File: src/rtl/fptd_ctrl_pkg.sv
// Shared types and helpers for the FPTD iteration controller.
package fptd_ctrl_pkg;

    typedef enum logic [2:0] {
        IDLE   = 3'd0,
        LOAD   = 3'd1,
        EXEC   = 3'd2,
        CHECK  = 3'd3,
        REPLAY = 3'd4,
        FINISH = 3'd5
    } ctrl_state_t;

    typedef enum logic {
        EVEN = 1'b0,
        ODD  = 1'b1
    } phase_t;

    localparam int unsigned SAT_MAX_W = 64;

    // Increment v, holding at the all-ones value of a w-bit counter.
    function automatic logic [SAT_MAX_W-1:0] sat_inc(input logic [SAT_MAX_W-1:0] v,
                                                     input int unsigned        w);
        logic [SAT_MAX_W-1:0] ones;
        ones = (w >= SAT_MAX_W) ? '1 : ((64'd1 << w) - 64'd1);
        return (v == ones) ? v : v + 64'd1;
    endfunction

endpackage

File: src/rtl/razor_error_collector.sv
// OR-reduces per-section razor flags during CHECK and keeps a saturating
// per-frame event count.
module razor_error_collector
    import fptd_ctrl_pkg::*;
#(
    parameter int P     = 64,
    parameter int ERR_W = 16
) (
    input  logic             i_clk,
    input  logic             i_rst,
    input  logic             i_check,
    input  logic             i_clear,
    input  logic [P-1:0]     i_error_section,
    output logic             o_err,
    output logic [ERR_W-1:0] o_error_count
);

    logic             w_err;
    logic [ERR_W-1:0] r_count;

    // The gate keeps glitches or X on the flags from leaking out of CHECK.
    assign w_err = i_check & (|i_error_section);

    always_ff @(posedge i_clk or posedge i_rst) begin
        if (i_rst) begin
            r_count <= '0;
        end else if (i_clear) begin
            r_count <= '0;
        end else if (w_err) begin
            r_count <= ERR_W'(sat_inc(64'(r_count), ERR_W));
        end
    end

    assign o_err         = w_err;
    assign o_error_count = r_count;

endmodule

File: src/rtl/fptd_iteration_ctrl.sv
// Iteration sequencer for a pipelined FPTD section array: alternates even and
// odd half-iterations, replays a half on a razor error and aborts on overflow.
module fptd_iteration_ctrl
    import fptd_ctrl_pkg::*;
#(
    parameter int P          = 64,
    parameter int MAX_ITER   = 16,
    parameter int REPLAY_CYC = 2,
    parameter int MAX_REPLAY = 3,
    parameter int ERR_W      = 16
) (
    input  logic                            i_clk,
    input  logic                            i_rst,
    input  logic                            i_start,
    input  logic                            i_stop,
    input  logic [P-1:0]                    i_error_section,
    output logic                            o_load_frame,
    output logic                            o_clear_state,
    output logic                            o_en_even,
    output logic                            o_en_odd,
    output logic                            o_replay,
    output logic                            o_busy,
    output logic                            o_done,
    output logic                            o_fail,
    output logic [$clog2(MAX_ITER+1)-1:0]   o_iter_count,
    output logic [ERR_W-1:0]                o_error_count
);

    localparam int IW  = $clog2(MAX_ITER + 1);
    localparam int RCW = $clog2(MAX_REPLAY + 1);
    localparam int TW  = $clog2(REPLAY_CYC + 1);

    ctrl_state_t   r_state, w_state_nx;
    phase_t        r_ph, w_ph_nx;
    logic [RCW-1:0] r_rc, w_rc_nx;
    logic [TW-1:0]  r_rtmr, w_rtmr_nx;
    logic [IW-1:0]  r_iter, w_iter_nx, w_iter_inc;
    logic           r_fail, w_fail_nx;
    logic           w_clr;
    logic           w_err;

    logic r_load, r_en_even, r_en_odd, r_replay, r_busy, r_done;

    razor_error_collector #(
        .P     (P),
        .ERR_W (ERR_W)
    ) u_collector (
        .i_clk           (i_clk),
        .i_rst           (i_rst),
        .i_check         (r_state == CHECK),
        .i_clear         (w_clr),
        .i_error_section (i_error_section),
        .o_err           (w_err),
        .o_error_count   (o_error_count)
    );

    assign w_iter_inc = r_iter + 1'b1;

    always_comb begin
        w_state_nx = r_state;
        w_ph_nx    = r_ph;
        w_rc_nx    = r_rc;
        w_rtmr_nx  = r_rtmr;
        w_iter_nx  = r_iter;
        w_fail_nx  = r_fail;
        w_clr      = 1'b0;
        unique case (r_state)
            IDLE: begin
                if (i_start) begin
                    w_state_nx = LOAD;
                    w_iter_nx  = '0;
                    w_fail_nx  = 1'b0;
                    w_clr      = 1'b1;
                end
            end
            LOAD: begin
                w_state_nx = EXEC;
                w_ph_nx    = EVEN;
                w_rc_nx    = '0;
            end
            EXEC: w_state_nx = CHECK;
            CHECK: begin
                if (w_err) begin
                    if (r_rc < RCW'(MAX_REPLAY)) begin
                        w_state_nx = REPLAY;
                        w_rc_nx    = r_rc + 1'b1;
                        w_rtmr_nx  = '0;
                    end else begin
                        w_state_nx = FINISH;
                        w_fail_nx  = 1'b1;
                    end
                end else if (r_ph == EVEN) begin
                    w_state_nx = EXEC;
                    w_ph_nx    = ODD;
                    w_rc_nx    = '0;
                end else begin
                    w_iter_nx = w_iter_inc;
                    w_rc_nx   = '0;
                    w_ph_nx   = EVEN;
                    // Stop is only looked at here, at a completed iteration.
                    if ((w_iter_inc == IW'(MAX_ITER)) || i_stop) begin
                        w_state_nx = FINISH;
                    end else begin
                        w_state_nx = EXEC;
                    end
                end
            end
            REPLAY: begin
                if (r_rtmr == TW'(REPLAY_CYC - 1)) begin
                    w_state_nx = EXEC;
                end else begin
                    w_rtmr_nx = r_rtmr + 1'b1;
                end
            end
            FINISH:  w_state_nx = IDLE;
            default: w_state_nx = IDLE;
        endcase
    end

    // Outputs are decoded from the next state so they line up with the state register.
    always_ff @(posedge i_clk or posedge i_rst) begin
        if (i_rst) begin
            r_state   <= IDLE;
            r_ph      <= EVEN;
            r_rc      <= '0;
            r_rtmr    <= '0;
            r_iter    <= '0;
            r_fail    <= 1'b0;
            r_load    <= 1'b0;
            r_en_even <= 1'b0;
            r_en_odd  <= 1'b0;
            r_replay  <= 1'b0;
            r_busy    <= 1'b0;
            r_done    <= 1'b0;
        end else begin
            r_state   <= w_state_nx;
            r_ph      <= w_ph_nx;
            r_rc      <= w_rc_nx;
            r_rtmr    <= w_rtmr_nx;
            r_iter    <= w_iter_nx;
            r_fail    <= w_fail_nx;
            r_load    <= (w_state_nx == LOAD);
            r_en_even <= (w_state_nx == EXEC) && (w_ph_nx == EVEN);
            r_en_odd  <= (w_state_nx == EXEC) && (w_ph_nx == ODD);
            r_replay  <= (w_state_nx == REPLAY);
            r_busy    <= (w_state_nx == LOAD) || (w_state_nx == EXEC) ||
                         (w_state_nx == CHECK) || (w_state_nx == REPLAY);
            r_done    <= (w_state_nx == FINISH);
        end
    end

    assign o_load_frame  = r_load;
    assign o_clear_state = r_load;
    assign o_en_even     = r_en_even;
    assign o_en_odd      = r_en_odd;
    assign o_replay      = r_replay;
    assign o_busy        = r_busy;
    assign o_done        = r_done;
    assign o_fail        = r_fail;
    assign o_iter_count  = r_iter;

endmodule
File: config.mk
export PLATFORM = sky130hd
export DESIGN_NAME = fptd_iteration_ctrl
export DESIGN_NICKNAME = d
export VERILOG_FILES = /design/src/rtl/fptd_ctrl_pkg.sv /design/src/rtl/razor_error_collector.sv /design/src/rtl/fptd_iteration_ctrl.sv
export SDC_FILE = /design/constraint.sdc
export NUM_CORES = 1
export LEC_CHECK = 0
export BUFFER_PORTS_ARGS = -buffer_cell sky130_fd_sc_hd__clkbuf_2
export CELL_PAD_IN_SITES_DETAIL_PLACEMENT = 1
export CELL_PAD_IN_SITES_GLOBAL_PLACEMENT = 1
export CORE_ASPECT_RATIO = 1.1
export CORE_MARGIN = 3
export CORE_UTILIZATION = 32
export DETAILED_ROUTE_END_ITERATION = 7
export PLACE_DENSITY_LB_ADDON = 0.1
export SYNTH_ARGS = -nofsm -noshare
export SYNTH_HDL_FRONTEND = slang
export SYNTH_SLANG_ARGS = --single-unit
File: constraint.sdc
create_clock -name i_clk -period 2.4 [get_ports i_clk]
set_input_delay 0.24 -clock i_clk [delete_from_list [all_inputs] [get_ports i_clk]]
set_output_delay 0.24 -clock i_clk [all_outputs]
set_load 0.005 [all_outputs]
Word level (Yosys, flattened, before mapping)
Index checks and enable logic that the tools add are counted.
- bits in registers: 36
- bits of input ports: 68
- output and inout bits: 29
- word-level logic and storage cells: 88
- add/subtract/negate cells: 4
- magnitude comparators: 1
- equal/unequal tests: 21
- mux-type cells: 30
- bitwise operators: 2
- reduce and logical (&&, ||, !) cells: 17
- operators by type and width (kind ; count):
    $reduce_or 64->1 ; 1
    $mux 16 ; 3
    $add 16x1->16 const B ; 1
    $eq 16x16->1 const B ; 1
    $mux 3 ; 5
    $mux 5 ; 3
    $pmux 3 s5 ; 1
    $ne 2x2->1 const B ; 7
    $eq 3x2->1 const B ; 4
    $reduce_and 4->1 ; 3
    $mux 2 ; 5
    $pmux 5 s2 ; 1
    $eq 3x3->1 const B ; 3
    $mux 1 ; 8
    $pmux 2 s2 ; 2
    $reduce_bool 2->1 ; 4
    $eq 3x1->1 const B ; 2
    $add 5x1->5 const B ; 1
    $eq 5x5->1 const B ; 1
    $add 2x1->2 const B ; 2
    $logic_or 1x1->1 ; 4
    $pmux 1 s2 ; 2
    $reduce_and 2->1 ; 2
    $logic_not 3->1 ; 1
    other kinds (7) ; 8

Depth between registers and ports, before layout
Gate-level depths: netlist of the first run.
- depth after elaboration: 11
- depth in mapped cells: 7
- depth with buffers taken out: 7

By module
From an unflattened synthesis of the first run, not the netlist that was laid out.
- cell total of the unflattened synthesis: 243
- area total of the unflattened synthesis: 2222.1 um^2
- modules (own cells, without submodules) (module ; times used ; cells an instance ; area each (um^2) ; sequential area each (um^2)):
    fptd_iteration_ctrl ; 1 ; 116 ; 1116.1 ; 500.5
    razor_error_collector ; 1 ; 127 ; 1106.1 ; 400.4

Worst setup path after synthesis of the first run
OpenSTA, ideal clock, no wires.
- path kind: in2reg
- start point: input port i_error_section[6]
- end point: register r_en_odd (netlist: o_en_odd)
- setup time: 0.138 ns
- arrival: 1.969 ns
- data required time: 2.262 ns
- setup slack: 0.293 ns
- stages on the path: 6
- path buffers: 0
- cells stage by stage: nor4_1 > nand4_1 > nor4_2 > mux2_2 > a22o_2 > nor3b_2
- elaborated cells on any way between the ends: 8
- those cells by class: eq/ne: 1; mux: 4; bitwise: 1; reduce/logical: 2
- RTL lines (item ; line ; text):
    from (decl) ; fptd_iteration_ctrl.sv:16 ; input logic [P-1:0] i_error_section,
    $reduce_or 64->1 ; razor_error_collector.sv:22 ; assign w_err = i_check & (|i_error_section);
    $and 1x1->1 ; razor_error_collector.sv:22 ;
    $mux 1 ; fptd_iteration_ctrl.sv:83 ; if (w_err) begin
    $pmux 1 s2 ; fptd_iteration_ctrl.sv:67 ; unique case (r_state)
    via w_ph_nx ; fptd_iteration_ctrl.sv:34 ; phase_t r_ph, w_ph_nx;
    $logic_and 1x1->1 ; fptd_iteration_ctrl.sv:144 ; r_en_odd <= (w_state_nx == EXEC) && (w_ph_nx == ODD);
    to (signal assigned) ; fptd_iteration_ctrl.sv:144 ;
    to (decl) ; fptd_iteration_ctrl.sv:42 ; logic r_load, r_en_even, r_en_odd, r_replay, r_busy, r_done;
The timed path passes the listed nets, and every way through them passes these cells.
A chain may end at the register's enable or synchronous reset.

Worst setup path after layout of the first run
- start point: register u_collector.r_count[0] (netlist: u_collector.o_error_count[0])
- end point: register u_collector.r_count[13] (netlist: u_collector.o_error_count[13])
- word-level cells in the longest chain between the ends: 4
- elaborated cells on any way between the ends: 7
- those cells by class: add/sub: 1; eq/ne: 2; mux: 3; reduce/logical: 1
- RTL lines (item ; line ; text):
    from (decl) ; razor_error_collector.sv:19 ; logic [ERR_W-1:0] r_count;
    from (signal assigned) ; razor_error_collector.sv:30 ; r_count <= ERR_W'(sat_inc(64'(r_count), ERR_W));
    $add 16x1->16 ; fptd_ctrl_pkg.sv:25 ; return (v == ones) ? v : v + 64'd1;
    $mux 16 ; fptd_ctrl_pkg.sv:25 ;
    $mux 16 ; razor_error_collector.sv:29 ; end else if (w_err) begin
    $mux 16 ; razor_error_collector.sv:27 ; end else if (i_clear) begin
Several ways; a longest one is shown, not always the timed one. The select of a mux whose other input is x is not followed.

==> impl_metrics.csv, run 1 <==
group,metric,value,unit
setup_path,cp_slowest_stage_delay,0.45,ns
timing,fmax,470,MHz
clock_tree,clk_pin_slew_worst_paths,0.08,ns
clock_tree,ctsHoldBuffers,0,
job,maxCapViolCount,0,
grt,grtUsageMet3,0.0370,
die,core_area,5810,um^2
setup_path,critical_path_cell_count,8,
setup_path,crit_chain,"ha_1 > nand2_1 > nor4_4 > buf_4 > nand3_1 > nand4_1 > or3_1 > a21oi_1",
die,core.rowCount,29,
layout,area_growth,37.9,%
layout,fin_util,0.461,
timing,final_hold_viol_count,0,
setup_path,crit_type,"flip-flop to flip-flop",
synth,synth_area_leaders,"dfrtp_1 (46%), nor4_1 (6.5%), mux2i_1 (3.6%)",
grt,grtUsageMet2,0.358,
outcome,outcome,"complete, no violations",
route,via_count,2061,
setup_path,cp_top_family,"simple AND/OR/NAND/NOR gates",
route,wl_per_cell,16.2,um
route,final_antenna_net_count,0,
placement,dpl.hpwl,5100,um
synth,yosysTopAreaCellShare,0.465,
timing,setup_tns,0,ns
synth,ys_seq_area_frac,0.465,
synth,synth_edf_count,0,
layout,final_cell_mix,"clkbuf_2 (96), dfrtp_1 (36), nor4_1 (19)",
synth,synthCells,212,
placement,io_buffers,96,
grt,grt_usage,0.191,
layout,antennaDiodeCount,0,
power_and_ir_drop,total_power,1.94,mW
timing,fin_crit_sh,0.886,
grt,met1_usage,0.217,
die,initial_core_util,0.334,
setup_path,critPathMaxFanout,10,
synth,synth.avg_cell_area,9.15,um^2
synth,yosysTopAreaCell,"dfrtp_1",
setup_path,ff2ff_path_depth,8,
setup_path,slowest_stage,"or3_1",
clock_tree,h-tree-depth,2,
timing,maxSlewViolCount,0,
synth,synth_warnings,0,
timing,worst_pin_slew,0.499,ns
synth,ys_types,39,
power_and_ir_drop,leakage,1.32,nW
die,die_height,87.7,um
setup_path,end_kind,"flip-flop",
die,ios,97,
clock_tree,clock_sinks,36,
setup_path,start_kind,"flip-flop",
setup_path,critical_path.n_buffers_inverters,1,
timing,finalSetupViolCount,0,
die,die_w,80.2,um
timing,layout_setup_ws,0.274,ns
layout,final_common_cell,"clkbuf_2",
grt,antenna_found_initial,0,
synth,async_flop_share,1.00,
synth,syn-num-nets,284,
power_and_ir_drop,powerDensity,725,nW/um^2
layout,nNetsFinal,389,
synth,syn_area,1940,um^2
timing,rsz0062_at_grt,"false",
grt,grt_overflow,0,
die,die_area,7030,um^2
route,via_per_inst,5.22,
grt,grt_pass1_vias,2226,
synth,synth-main-ff-cell,"dfrtp_1",
setup_path,crit_arrival,2.34,ns
clock_tree,cts_made_buffers,5,
placement,pre_cts_slack,0.141,ns
clock_tree,cts_root_buf,"clkbuf_8",
route,dr.pass1.iters,4,
power_and_ir_drop,irDropWorstVdd,0.308,mV
clock_tree,cts_max_path_buffers,2,
clock_tree,cts_tree,"built",
layout,fill_cells,735,
min_path,min_path_type,"input port to async pin",
placement,routabilityCongestion,0.771,
grt,grt_pass1_wl,10500,um
synth,synth_seq_cells,36,
timing,fin_worst_skew,0.00868,ns
timing,slew_headroom,0.667,
route,totalWireLength,6420,um
grt,grt_max_degree,37,
grt,top_usage_layer,"met2",
route,drc,0,
setup_path,required,2.62,ns
clock_tree,clk_latency,0.29,ns
route,drtIter0Drc,46,
layout,drive_gt1_frac,0.381,
timing,period_minus_slack,2.13,ns
[stage by stage]
step | hold slack [ns] | cells | instance area [um^2]
2_1_floorplan | 0.407 | 212 | 1940
3_3_place_gp | 0.357 | 387 | 2550
3_5_place_dp | 0.370 | 387 | 2550
4_1_cts | 0.0470 | 395 | 2660
5_1_grt | 0.0779 | 395 | 2680
6_report | 0.0262 | 395 | 2680
[where the power goes]
part           leakage [nW]  internal (mW)  switching, mW
Combinational         0.783          0.244          0.338
Clock                0.0541          0.308          0.241
Sequential            0.487          0.705          0.103
[worst paths after layout]
kind | start | end | slack (ns)
max | u_collector.o_error_count[0] | u_collector.o_error_count[13] | 0.27
min | i_rst | o_en_even | 0.03
max reg2reg | u_collector.o_error_count[0] | u_collector.o_error_count[13] | 0.27
min reg2reg | r_rtmr[0] | r_rtmr[0] | 0.49
max in group asynchronous | i_rst | u_collector.o_error_count[3] | 2.03
min in group i_clk | i_start | r_state[0] | 0.33
[sequential cells by signal (all words and copies together), names as in the netlist]
name / cells
o_busy: 1
o_clear_state: 1
o_done: 1
o_en_even: 1
o_en_odd: 1
o_fail: 1
o_iter_count: 5
o_replay: 1
r_ph: 1
r_rc: 2
r_rtmr: 2
r_state: 3
u_collector.o_error_count: 16
[what timing repair did]
action	CTS	global route
resized for setup	0	2
endpoints found under the setup margin	0	10
setup buffers	0	0
[synthesized netlist by cell type, types with 3 or more instances]
cell type and n:
a21oi_1 12, o31ai_1 6, nand2_1 18, xnor2_1 3, and3_1 4, nand4_1 10, clkbuf_1 4, o21ai_0 14
ha_1 4, dfrtp_1 36, nand3_1 10, nor3_1 6, nor4_1 20, mux2i_1 7, nor2_1 17, inv_1 9
or3_1 6
[routing by layer]
layer | vias to the layer above | wire length [um]
li1 | 1002 | -
met1 | 1005 | 2570
met2 | 44 | 3520
met3 | 10 | 231
met4 | 0 | 99
met5 | - | 0
[kinds of logic (layout without fill, tap and decap cells)]
kind of cell / count (synthesis) / after routing / share of synthesized area
compound gates: 41 / 41 / 0.126
buf+inv: 15 / 121 / 0.0316
xor+xnor: 3 / 3 / 0.0136
simple gates: 105 / 105 / 0.296
mux: 8 / 8 / 0.0419
fa+ha+maj: 4 / 4 / 0.0258
flops: 36 / 36 / 0.465
[final cells by class]
cell class,count,area [um^2],share of cell area
multi-input combinational,161,992,0.371
timing repair buffer,104,541,0.202
sequential,36,901,0.337
tap,77,96.3,0.0360
inverter,9,33.8,0.0126
clock inverter,3,42.5,0.0159
clock buffer,5,68.8,0.0257
[worst min-delay path: stages]
cell and delay (ns):
clkbuf_2 0.08, inv_1 0.04, buf_4 0.41
Power figures use the tool's default switching activity.
==> inputs of run 2 (changes only) <==
--- a/config.mk
+++ b/config.mk
@@ -9,10 +9,10 @@
 export CELL_PAD_IN_SITES_DETAIL_PLACEMENT = 1
 export CELL_PAD_IN_SITES_GLOBAL_PLACEMENT = 1
 export CORE_ASPECT_RATIO = 1.1
-export CORE_MARGIN = 3
-export CORE_UTILIZATION = 32
+export CORE_UTILIZATION = 34
 export DETAILED_ROUTE_END_ITERATION = 7
 export PLACE_DENSITY_LB_ADDON = 0.1
 export SYNTH_ARGS = -nofsm -noshare
 export SYNTH_HDL_FRONTEND = slang
+export SYNTH_HIERARCHICAL = 1
 export SYNTH_SLANG_ARGS = --single-unit
==> impl_metrics.csv, run 2 <==
group,metric,value,unit
outcome,outcome,"complete, no violations",
power_and_ir_drop,total_power,2.35,mW
timing,layout_setup_ws,0.330,ns
route,dr.pass1.iters,4,
synth,yosysTopAreaCellShare,0.405,
synth,synth_area_leaders,"dfrtp_1 (41%), nor4_1 (4.8%), a21oi_1 (4.1%)",
synth,synthCells,243,
power_and_ir_drop,p_int,1.47,mW
route,final_antenna_net_count,0,
power_and_ir_drop,p_switching,0.882,mW
layout,seq_area,901,um^2
grt,grt_overflow,0,
synth,synth_edf_count,0,
setup_path,start_kind,"flip-flop",
die,die_height,86.8,um
grt,grt_pass1_wl,10900,um
timing,maxSlewViolCount,0,
clock_tree,cts_max_path_buffers,2,
setup_path,cp_slowest_stage_delay,0.38,ns
clock_tree,cts_made_buffers,5,
grt,grt_max_degree,30,
setup_path,crit_type,"flip-flop to flip-flop",
synth,syn-num-nets,315,
setup_path,critical_path.n_buffers_inverters,1,
die,core.rowCount,30,
die,die_w,79.1,um
layout,finish.instance_area,2900,um^2
clock_tree,cts_tree,"built",
route,totalWireLength,6640,um
layout,final_cell_mix,"clkbuf_2 (96), dfrtp_1 (36), nor2_1 (19)",
setup_path,cp_top_family,"simple AND/OR/NAND/NOR gates",
placement,place_inst,416,
synth,synth_warnings,6,
setup_path,critical_path_cell_count,8,
layout,drive_gt1_frac,0.366,
power_and_ir_drop,share_seq_of_total_power,0.363,
timing,worst_pin_slew,0.793,ns
setup_path,slowest_stage,"dfrtp_1",
power_and_ir_drop,combPwrFrac,0.409,
die,ios,97,
placement,placed_cell_area,2790,um^2
synth,ys_top_cells_by_count,"dfrtp_1 (36), nor2_1 (19), a21oi_1 (18)",
power_and_ir_drop,clockPowerShare,0.228,
setup_path,required,2.56,ns
clock_tree,clk_latency,0.29,ns
timing,fin_worst_skew,0.00585,ns
clock_tree,clk_pin_slew_worst_paths,0.08,ns
placement,pre_cts_slack,-0.0174,ns
timing,slew_headroom,0.471,
power_and_ir_drop,powerDensity,810,nW/um^2
setup_path,crit_chain,"nand3b_4 > inv_1 > nor2b_1 > nand4bb_1 > o211ai_1 > or2_1 > o21ai_1 > o311ai_1",
clock_tree,clock_sinks,36,
synth,async_flop_share,1.00,
layout,area_growth,30.6,%
setup_path,end_kind,"flip-flop",
die,initial_core_util,0.357,
layout,nNetsFinal,415,
clock_tree,ctsHoldBuffers,0,
route,drtIter0Drc,98,
timing,finalSetupViolCount,0,
layout,multi_input_area,1220,um^2
clock_tree,post-cts-setup-buffer-count,0,
setup_path,critPathMaxFanout,8,
layout,antennaDiodeCount,0,
placement,io_buffers,96,
layout,largest_reg_flops,16,
layout,fill_cells,802,
route,via_per_inst,5.44,
route,drc,0,
timing,setup_tns,0,ns
synth,yosysTopAreaCell,"dfrtp_1",
synth,synth-main-ff-cell,"dfrtp_1",
layout,fin_cells,424,
setup_path,crit_arrival,2.23,ns
clock_tree,cts_root_buf,"clkbuf_8",
timing,period_minus_slack,2.07,ns
route,via_count,2307,
timing,fmax,483,MHz
die,die_area,6860,um^2
route,wl_per_cell,15.6,um
setup_path,ff2ff_path_depth,8,
synth,synth.avg_cell_area,9.14,um^2
layout,final_common_cell,"clkbuf_2",
timing,rsz0062_at_grt,"false",
synth,synth_seq_cells,36,
timing,whs,0.0343,ns
power_and_ir_drop,leakage,1.39,nW
clock_tree,post_cts_resized,0,
grt,grt_usage,0.199,
power_and_ir_drop,power.share.switching,0.375,
power_and_ir_drop,irDropWorstVdd,0.288,mV
grt,grt_pass1_vias,2263,
timing,fin_crit_sh,0.862,
synth,yosys.cell_count.top_type,"dfrtp_1",
grt,antenna_found_initial,0,
die,core_area,6230,um^2
placement,routabilityCongestion,0.770,
min_path,min_path_type,"input port to async pin",
synth,ys_seq_area_frac,0.405,
placement,dpl.hpwl,5170,um
synth,ys_types,55,
layout,fin_util,0.466,
job,maxCapViolCount,0,
clock_tree,h-tree-depth,2,
synth,syn_area,2220,um^2
timing,final_hold_viol_count,0,
-- run 2: layout make-up --
cell class / instances / area share
multi-input cells: 188 / 0.421
well taps: 80 / 0.0345
repair buffers: 104 / 0.186
flip-flops and latches: 36 / 0.310
clock inverters: 2 / 0.0121
clock buffers: 6 / 0.0250
inverters: 8 / 0.0103
-- run 2: final timing paths --
path / slack, ns / to / startpoint
hold reg to reg: 0.52 / o_fail / o_fail
setup / recovery: 0.33 / r_rtmr[1] / r_state[2]
max in group asynchronous: 1.81 / r_state[1] / i_rst
min in group i_clk: 0.26 / o_clear_state / i_start
setup reg to reg: 0.33 / r_rtmr[1] / r_state[2]
hold / removal: 0.03 / u_collector/o_error_count[4] / i_rst
-- run 2: cell families (layout without fill, tap and decap cells) --
logic type               count (synthesis)  after routing  synth area share
AND/OR/NAND/NOR                        121            121             0.329
AO/OA/AOI/OAI                           58             58             0.171
flip-flops                              36             36             0.405
buffers and inverters                   19            120            0.0473
adder cells (fa/ha/maj)                  4              4            0.0225
multiplexers                             4              4            0.0203
XOR/XNOR                                 1              1           0.00394
-- run 2: routing by layer --
metal	GRT usage	wire length, um
met1	0.260	2990
met2	0.340	3330
met3	0.0379	261
met4	0.0397	48
met5	0	0
-- run 2: worst reg2reg max path: cells and delay by family, from the launching register on --
family          cells  cell delay (ns)
simple gates        4             1.07
compound gates      3             0.39
flops               1             0.38
buf+inv             1             0.11
-- run 2: power groups by stage --
stage          sequential (mW)  combinational (mW)  clock [mW]
3_3_place_gp             0.862               0.944           0
2_1_floorplan            0.818               0.700           0
4_1_cts                  0.856               0.974       0.556
6_report                 0.853               0.960       0.536
5_1_grt                  0.874                1.08       0.581
3_5_place_dp             0.866               0.966           0
==> inputs of run 3 (changes only) <==
--- a/config.mk
+++ b/config.mk
@@ -9,6 +9,7 @@
 export CELL_PAD_IN_SITES_DETAIL_PLACEMENT = 1
 export CELL_PAD_IN_SITES_GLOBAL_PLACEMENT = 1
 export CORE_ASPECT_RATIO = 1.1
+export CORE_MARGIN = 4
 export CORE_UTILIZATION = 34
 export DETAILED_ROUTE_END_ITERATION = 7
 export PLACE_DENSITY_LB_ADDON = 0.1
==> impl_metrics.csv, run 3 (same netlist as run 2, synthesis figures left out) <==
group,metric,value,unit
grt,grt_max_degree,30,
setup_path,critPathMaxFanout,8,
route,wl_per_cell,16.7,um
clock_tree,ctsHoldBuffers,0,
timing,fin_worst_skew,0.0105,ns
die,ios,97,
setup_path,cp_top_family,"simple AND/OR/NAND/NOR gates",
grt,grt_usage,0.183,
clock_tree,cts_max_path_buffers,2,
grt,grt_overflow,0,
timing,slew_headroom,0.459,
die,initial_core_util,0.354,
route,totalWireLength,7060,um
timing,maxSlewViolCount,0,
min_path,min_path_type,"input port to async pin",
layout,largest_reg_flops,16,
route,via_count,2267,
timing,fmax,481,MHz
setup_path,required,2.59,ns
clock_tree,cts_tree,"built",
power_and_ir_drop,irDropWorstVdd,0.314,mV
setup_path,crit_chain,"nand3b_4 > inv_1 > nor2b_1 > nand2_1 > o221ai_1 > a21oi_1 > nand2b_1 > o311ai_1",
clock_tree,clk_pin_slew_worst_paths,0.08,ns
setup_path,end_kind,"flip-flop",
clock_tree,clock_sinks,36,
timing,layout_setup_ws,0.321,ns
placement,dpl.hpwl,5520,um
setup_path,startpoint,"r_state[2]",
layout,area_growth,29.2,%
layout,fill_cells,798,
route,drtIter0Drc,64,
clock_tree,post-cts-setup-buffer-count,0,
timing,rsz0062_at_grt,"false",
die,core.rowCount,30,
setup_path,crit_arrival,2.27,ns
clock_tree,cts_root_buf,"clkbuf_8",
clock_tree,cts_made_buffers,5,
layout,final_cell_mix,"clkbuf_2 (96), dfrtp_1 (36), nor2_1 (19)",
placement,pre_cts_slack,0.0463,ns
die,core_area,6270,um^2
timing,setup_tns,0,ns
setup_path,slowest_stage,"dfrtp_1",
timing,finalSetupViolCount,0,
die,die_area,7890,um^2
clock_tree,post_cts_resized,0,
layout,drive_gt1_frac,0.364,
setup_path,cp_slowest_stage_delay,0.38,ns
setup_path,critical_path.n_buffers_inverters,1,
power_and_ir_drop,powerDensity,780,nW/um^2
timing,period_minus_slack,2.08,ns
outcome,outcome,"complete, no violations",
placement,io_buffers,96,
setup_path,start_kind,"flip-flop",
setup_path,crit_type,"flip-flop to flip-flop",
timing,final_hold_viol_count,0,
layout,nNetsFinal,415,
route,dr.pass1.iters,4,
job,maxCapViolCount,0,
timing,fin_crit_sh,0.866,
placement,routabilityCongestion,0.770,
die,die_w,85.1,um
die,die_height,92.8,um
grt,grt_pass1_wl,11700,um
layout,antennaDiodeCount,0,
grt,antenna_found_initial,0,
setup_path,reg2reg_from,"r_state[2]",
layout,final_common_cell,"clkbuf_2",
route,via_per_inst,5.36,
clock_tree,clk_latency,0.30,ns
power_and_ir_drop,leakage,1.37,nW
route,final_antenna_net_count,0,
grt,grt_pass1_vias,2470,
route,drc,0,
timing,worst_pin_slew,0.810,ns
clock_tree,h-tree-depth,2,
-- run 3: path summary, 6_finish.rpt --
path / end / slack (ns) / cells after the start
max: r_rtmr[1] / 0.32 / 8
min: u_collector/o_error_count[13] / 0.01 / 2
max reg2reg: r_rtmr[1] / 0.32 / 8
min reg2reg: o_fail / 0.51 / 2
max in group asynchronous: r_state[2] / 1.80 / 2
min in group i_clk: o_clear_state / 0.26 / 3
-- run 3: final cells by class --
| type | instances | area [um^2] | area share |
|---|---|---|---|
| multi-input combinational | 188 | 1220 | 0.426 |
| tap | 80 | 100 | 0.0349 |
| timing repair buffer | 104 | 541 | 0.188 |
| clock buffer | 6 | 72.6 | 0.0253 |
| inverter | 8 | 30.0 | 0.0105 |
| clock inverter | 1 | 5.00 | 0.00174 |
| sequential | 36 | 901 | 0.314 |
-- run 3: routing by layer --
metal | vias to the layer above | global-route usage | share of wire
li1 | 1117 | - | -
met2 | 41 | 0.334 | 0.54
met4 | 0 | 0.0409 | 0.012
met3 | 8 | 0.0356 | 0.031
met1 | 1101 | 0.219 | 0.42
met5 | - | 0 | 0
-- run 3: stage by stage --
stage / power [mW] / area [um^2] / hold WS (ns) / utilization / cells
6_report: 2.24 / 2870 / 0.0111 / 0.458 / 423
5_1_grt: 2.43 / 2870 / 0.0825 / 0.458 / 423
4_1_cts: 2.27 / 2870 / 0.0486 / 0.458 / 423
3_5_place_dp: 1.83 / 2790 / 0.366 / 0.446 / 416
3_3_place_gp: 1.81 / 2790 / 0.361 / 0.446 / 416
2_1_floorplan: 1.52 / 2220 / 0.154 / - / 243
-- run 3: report_power, final --
group          leakage (nW)  internal, mW  switching (mW)
registers             0.483         0.726           0.126
logic                 0.850         0.434           0.526
clock network        0.0410         0.198           0.230
total                  1.37          1.36           0.882
